$ cat src/rtl/od_echo_meas_if.sv
// Sensor-side bundle of the obstacle-detection echo measurement stage:
// trigger/echo inputs and distance/obstacle/timeout results.
interface od_echo_meas_if #(
  parameter int DIST_W = 10
);
  logic              trigger_signal;
  logic              echo;
  logic [DIST_W-1:0] distance_cm;
  logic              distance_valid;
  logic              obstacle;
  logic              timeout;
  logic              busy;

  modport master (
    output trigger_signal, echo,
    input  distance_cm, distance_valid, obstacle, timeout, busy
  );

  modport slave (
    input  trigger_signal, echo,
    output distance_cm, distance_valid, obstacle, timeout, busy
  );
endinterface

$ cat src/rtl/od_echo_meas.sv
// Ultrasonic echo width measurement: waits for the trigger to end, times the
// echo high pulse and converts it to centimetres by repeated subtraction.
module od_echo_meas #(
  parameter int CNT_W       = 24,
  parameter int TIMEOUT_CYC = 1_900_000,
  parameter int CYC_PER_CM  = 2915,
  parameter int DIST_W      = 10,
  parameter int THRESH_CM   = 30
) (
  input  logic           clk,
  input  logic           reset,
  od_echo_meas_if.slave  bus
);

  localparam logic [CNT_W-1:0]  TMO_C = CNT_W'(TIMEOUT_CYC);
  localparam logic [CNT_W-1:0]  CPC_C = CNT_W'(CYC_PER_CM);
  localparam logic [DIST_W-1:0] THR_C = DIST_W'(THRESH_CM);

  typedef enum logic [2:0] {
    IDLE, WAIT_RISE, MEASURE, DIVIDE, DONE, TMO
  } state_t;

  state_t             state;
  logic [CNT_W-1:0]   cnt;
  logic [CNT_W-1:0]   rem;
  logic [DIST_W-1:0]  q;
  logic               echo_p0, echo_p1, echo_p2;
  logic               trig_p0;
  logic [DIST_W-1:0]  distance_cm;
  logic               distance_valid, obstacle, timeout, busy;
  logic               echo_rise, trig_fall;
  logic [CNT_W-1:0]   cnt_inc;

  // Quotient sticks at full scale instead of wrapping on very long echoes.
  function automatic logic [DIST_W-1:0] sat_inc(input logic [DIST_W-1:0] v);
    return (v == '1) ? v : v + 1'b1;
  endfunction

  assign echo_rise = echo_p1 & ~echo_p2;
  assign trig_fall = trig_p0 & ~bus.trigger_signal;
  assign cnt_inc   = cnt + 1'b1;

  always_ff @(posedge clk) begin
    if (!reset) begin
      state          <= IDLE;
      cnt            <= '0;
      rem            <= '0;
      q              <= '0;
      echo_p0        <= 1'b0;
      echo_p1        <= 1'b0;
      echo_p2        <= 1'b0;
      trig_p0        <= 1'b0;
      distance_cm    <= '0;
      distance_valid <= 1'b0;
      obstacle       <= 1'b0;
      timeout        <= 1'b0;
      busy           <= 1'b0;
    end else begin
      // p0/p1: metastability synchronizer; p2: edge-detect history
      echo_p0        <= bus.echo;
      echo_p1        <= echo_p0;
      echo_p2        <= echo_p1;
      trig_p0        <= bus.trigger_signal;
      distance_valid <= 1'b0;
      timeout        <= 1'b0;

      case (state)
        IDLE: begin
          if (trig_fall) begin
            state <= WAIT_RISE;
            cnt   <= '0;
            busy  <= 1'b1;
          end
        end
        WAIT_RISE: begin
          if (echo_rise) begin
            state <= MEASURE;
            cnt   <= CNT_W'(1);
          end else if (cnt_inc == TMO_C) begin
            state       <= TMO;
            cnt         <= cnt_inc;
            timeout     <= 1'b1;
            distance_cm <= '1;
            obstacle    <= 1'b0;
          end else begin
            cnt <= cnt_inc;
          end
        end
        MEASURE: begin
          if (!echo_p1) begin
            state <= DIVIDE;
            rem   <= cnt;
            q     <= '0;
          end else if (cnt == TMO_C) begin
            state       <= TMO;
            timeout     <= 1'b1;
            distance_cm <= '1;
            obstacle    <= 1'b0;
          end else begin
            cnt <= cnt_inc;
          end
        end
        DIVIDE: begin
          if (rem >= CPC_C) begin
            rem <= rem - CPC_C;
            q   <= sat_inc(q);
          end else begin
            state          <= DONE;
            distance_cm    <= q;
            obstacle       <= (q < THR_C);
            distance_valid <= 1'b1;
          end
        end
        DONE, TMO: begin
          state <= IDLE;
          busy  <= 1'b0;
        end
        default: begin
          state <= IDLE;
          busy  <= 1'b0;
        end
      endcase
    end
  end

  assign bus.distance_cm    = distance_cm;
  assign bus.distance_valid = distance_valid;
  assign bus.obstacle       = obstacle;
  assign bus.timeout        = timeout;
  assign bus.busy           = busy;

endmodule
$ cat src/flat_wrapper.sv
// flat-port wrapper written by rule: the top's interface ports become plain ports
module od_echo_meas_flat 
#(
  parameter int CNT_W       = 24,
  parameter int TIMEOUT_CYC = 1_900_000,
  parameter int CYC_PER_CM  = 2915,
  parameter int DIST_W      = 10,
  parameter int THRESH_CM   = 30
)
  (clk, reset, bus_trigger_signal, bus_echo, bus_distance_cm, bus_distance_valid, bus_obstacle, bus_timeout, bus_busy);
  od_echo_meas_if #(.DIST_W(DIST_W)) bus_i ();
  input  logic clk;
  input  logic reset;
  input wire logic [$bits(bus_i.trigger_signal)-1:0] bus_trigger_signal;
  input wire logic [$bits(bus_i.echo)-1:0] bus_echo;
  output wire logic [$bits(bus_i.distance_cm)-1:0] bus_distance_cm;
  output wire logic [$bits(bus_i.distance_valid)-1:0] bus_distance_valid;
  output wire logic [$bits(bus_i.obstacle)-1:0] bus_obstacle;
  output wire logic [$bits(bus_i.timeout)-1:0] bus_timeout;
  output wire logic [$bits(bus_i.busy)-1:0] bus_busy;
  assign bus_i.trigger_signal = bus_trigger_signal;
  assign bus_i.echo = bus_echo;
  assign bus_distance_cm = bus_i.distance_cm;
  assign bus_distance_valid = bus_i.distance_valid;
  assign bus_obstacle = bus_i.obstacle;
  assign bus_timeout = bus_i.timeout;
  assign bus_busy = bus_i.busy;
  od_echo_meas #(.CNT_W(CNT_W), .TIMEOUT_CYC(TIMEOUT_CYC), .CYC_PER_CM(CYC_PER_CM), .DIST_W(DIST_W), .THRESH_CM(THRESH_CM)) u_core (.clk(clk), .reset(reset), .bus(bus_i));
endmodule
$ cat config.mk
export PLATFORM = sky130hd
export DESIGN_NAME = od_echo_meas_flat
export DESIGN_NICKNAME = d
export VERILOG_FILES = /design/src/rtl/od_echo_meas_if.sv /design/src/rtl/od_echo_meas.sv /design/src/flat_wrapper.sv
export SDC_FILE = /design/constraint.sdc
export NUM_CORES = 1
export LEC_CHECK = 0
export BUFFER_PORTS_ARGS = -buffer_cell sky130_fd_sc_hd__buf_2
export CORE_ASPECT_RATIO = 0.5
export CORE_MARGIN = 8
export CORE_UTILIZATION = 61
export DETAILED_ROUTE_END_ITERATION = 10
export PLACE_DENSITY = 0.79
export SLEW_MARGIN = 20
export SYNTH_ARGS = -nofsm -noshare
export SYNTH_HDL_FRONTEND = slang
export SYNTH_SLANG_ARGS = --single-unit
$ cat constraint.sdc
create_clock -name clk -period 2.8 [get_ports clk]
set_input_delay 0.42 -clock clk [delete_from_list [all_inputs] [get_ports clk]]
set_output_delay 0.42 -clock clk [all_outputs]
set_load 0.005 [all_outputs]
==> flow_summary.ini <==
[job]
max-cap-violations = 0

[worst_setup_path]
end_kind = register
worst-path-max-fanout = 10
critPathLaunch = u_core.cnt[3]
path_class = reg2reg
cp.required_ns = 3.07
cp-start-kind = register
r2r-start = u_core.cnt[3]
arrival_ns = 2.92

[synthesis]
synth_fp_nets = 627
synthAdderAreaFrac = 0.0130
synth_top_family_by_area = simple AND/OR/NAND/NOR gates
syn-cell-area_sq_um = 4800
synth_xor_xnor_area_share = 0.0219
netlist.area_leader.share = 0.329
yosys.area_share.simple = 0.285
syn_inst = 618
yosysSeqAreaShare = 0.329
yosysTopAreaCell = dfxtp_1
yosys_register_bits = 79
ys_async_sr_fraction = 0
synth-compound-area-share = 0.274
netlist-cell-type-count = 78
synth_ff_type = dfxtp_1
synth_edf_count = 0
synth_mux_area_frac = 0.00521
synth_area_leaders = dfxtp_1 (33%), a21oi_1 (7.0%), o21ai_0 (5.0%)
ys.warnings.count = 0
syn_area_per_cell_sq_um = 7.77

[sta]
fmax_mhz = 377
relSlewSlack = 0.496
fin_skew_ns = 0.00633
tightest_slew_ns = 0.756
layout_setup_ws_ns = 0.150
slew_violations = 0
period_needed_ns = 2.65
fin_crit_sh = 0.946
finalHoldViolations = 0
finalSetupViolations = 0

[clock_network]
cts_max_level = 3
clockBufferDepth = 2
clkLatencyLatePin_ns = 0.34
clk_pin_slew_ns = 0.06
cts_resized = 0
clkSinkCount = 79
clock-root-buffer = clkbuf_16
cts_tree = yes
cts_setup_buffers = 0
cts_buffers = 9
cts_hold_buf = 0

[floorplan]
core_area_sq_um = 7830
start_util = 0.614
num_io_pins = 18
die_x_um = 142
fp.dieH_um = 78.8
dieArea_sq_um = 11100
placementRows = 23

[placement]
placed_cells = 736
gp_congestion = 0.917
dp_hpwl_um = 9460
place_ws_ns = 0.123
port_buffers = 17

[final_layout]
diodes = 0
fin_cells = 751
areaGrowthSynthToFinish_pct = 10.8
drive_above_1_share = 0.147
nets = 644

[global_routing]
grt_antenna_before_repair = 0
grt_first_pass_wirelength_um = 22200
gr-usage-all-layers = 0.248
grt_max_degree = 58
grt_pass1_vias = 4274
overflow = 0

[detailed_routing]
vias = 4834
drtIter0Drc = 535
remaining_drc_errors = 0
wl_um = 13700
firstDrtPassIters = 5
ant_nets = 0
vias_per_cell = 6.44
wl_per_cell_um = 18.2

[hold_path]
hold_path.class = in2reg
hold_start = bus_echo

[status]
outcome = completed

[power]
p_per_area_nw_per_um2 = 490
leakagePower_nw = 1.90
max-vdd-ir-drop_v = 0.000366
==> path summary, 6_finish.rpt <==
| kind | to | slack (ns) | cells past startpoint |
|---|---|---|---|
| hold / removal | u_core.echo_p0 | 0.29 | 2 |
| setup / recovery | u_core.bus.distance_cm[2] | 0.15 | 9 |
| hold reg to reg | u_core.echo_p1 | 0.43 | 1 |
| setup reg to reg | u_core.bus.distance_cm[2] | 0.15 | 9 |
==> cells by family (layout without fill, tap and decap cells) <==
kind of cell / Yosys count / count (layout)
and+or+nand+nor: 244 / 244
AOI/OAI and AO/OA: 209 / 209
DFF: 79 / 79
buffers and inverters: 67 / 88
xor gates and xnor gates: 12 / 12
adders and majority gates: 5 / 5
muxes: 2 / 2
==> cell type report <==
type	instances	area, sq um
Clock buffer	10	239
Timing Repair Buffer	52	360
Inverter	21	78.8
Multi-Input combinational cell	472	2890
Tap cell	112	140
Clock inverter	5	33.8
Sequential cell	79	1580
Fill cell	685	2500
==> critical path: stages (launching register included) <==
cell and delay [ns]:
dfxtp_1 0.54, and4_1 0.32, buf_4 0.16, nand3_1 0.17
nor4_1 0.46, o31ai_1 0.16, nor4_2 0.24, o21ai_1 0.18
buf_4 0.21, a21oi_1 0.14
==> report_power, final <==
| group | internal [mW] | switching [mW] | leakage (nW) |
|---|---|---|---|
| clock network | 0.619 | 0.474 | 0.131 |
| registers | 1.16 | 0.0320 | 0.639 |
| logic | 0.117 | 0.206 | 1.13 |
| total | 1.90 | 0.712 | 1.90 |
==> placed cells by master (no fill, tap or decap), types with 3 or more instances in the layout <==
| master | instances |
|---|---|
| nor3_1 | 19 |
| buf_2 | 17 |
| nand2b_1 | 6 |
| and4_1 | 3 |
| nand3b_1 | 5 |
| and3_1 | 5 |
| inv_1 | 21 |
| nand3_2 | 4 |
| nand3_1 | 21 |
| a21o_1 | 7 |
| nor2_1 | 42 |
| buf_4 | 34 |
| o21ai_1 | 11 |
| nor3b_1 | 3 |
| ha_1 | 5 |
| a211o_1 | 3 |
| and2_1 | 14 |
| nor2b_1 | 4 |
| nand2_1 | 61 |
| o21a_1 | 6 |
| o31ai_1 | 7 |
| a211oi_1 | 8 |
| o41ai_1 | 10 |
| a31oi_1 | 12 |
| nand4_1 | 14 |
| or4_1 | 3 |
| o211ai_1 | 3 |
| o21ai_0 | 48 |
| or3_1 | 11 |
| a21oi_1 | 67 |
| xor2_1 | 4 |
| xnor2_1 | 8 |
| dfxtp_1 | 79 |
| clkbuf_16 | 9 |
| nor4_1 | 7 |
| nor4_4 | 3 |
==> per-layer routing <==
metal  vias to the layer above  GRT usage  wire length (um)
li1                       2306          -                 -
met1                      2256      0.343              6140
met2                       245      0.377              6040
met3                        27     0.0670              1340
met4                         0     0.0606               170
met5                         -          0                 0
==> state kept, by name (all words and copies together) (netlist names), 3 cells and up <==
name,flops
u_core.q,10
u_core.cnt,24
u_core.bus.distance_cm,10
u_core.rem,24
u_core.state,3
==> Yosys cell counts, types with 4 or more instances <==
| cell | count |
|---|---|
| dfxtp_1 | 79 |
| a21oi_1 | 67 |
| nand2_1 | 61 |
| o21ai_0 | 48 |
| nor2_1 | 42 |
| clkbuf_1 | 23 |
| nand3_1 | 22 |
| inv_1 | 21 |
| nor3_1 | 19 |
| and2_1 | 14 |
| nand4_1 | 14 |
| a31oi_1 | 12 |
| o21ai_1 | 11 |
| or3_1 | 11 |
| o41ai_1 | 10 |
| a211oi_1 | 8 |
| buf_6 | 8 |
| nor4_1 | 8 |
| xnor2_1 | 8 |
| a21o_1 | 7 |
| buf_2 | 7 |
| o31ai_1 | 7 |
| nand2b_1 | 6 |
| o21a_1 | 6 |
| and3_1 | 5 |
| buf_4 | 5 |
| ha_1 | 5 |
| nand3b_1 | 5 |
| nor2b_1 | 4 |
| xor2_1 | 4 |
==> stage by stage <==
step | TNS, ns | area (sq um) | hold WS [ns] | power, mW | utilization
detailed placement | 0 | 5040 | 0.421 | 1.53 | 0.644
floorplan | 0 | 4800 | 0.412 | 1.43 | -
global placement | 0 | 5040 | 0.414 | 1.53 | 0.644
global route | -0.00471 | 5320 | 0.290 | 2.71 | 0.680
finish | 0 | 5320 | 0.287 | 2.61 | 0.680
CTS | 0 | 5320 | 0.283 | 2.62 | 0.679
Power figures use the tool's default switching activity.
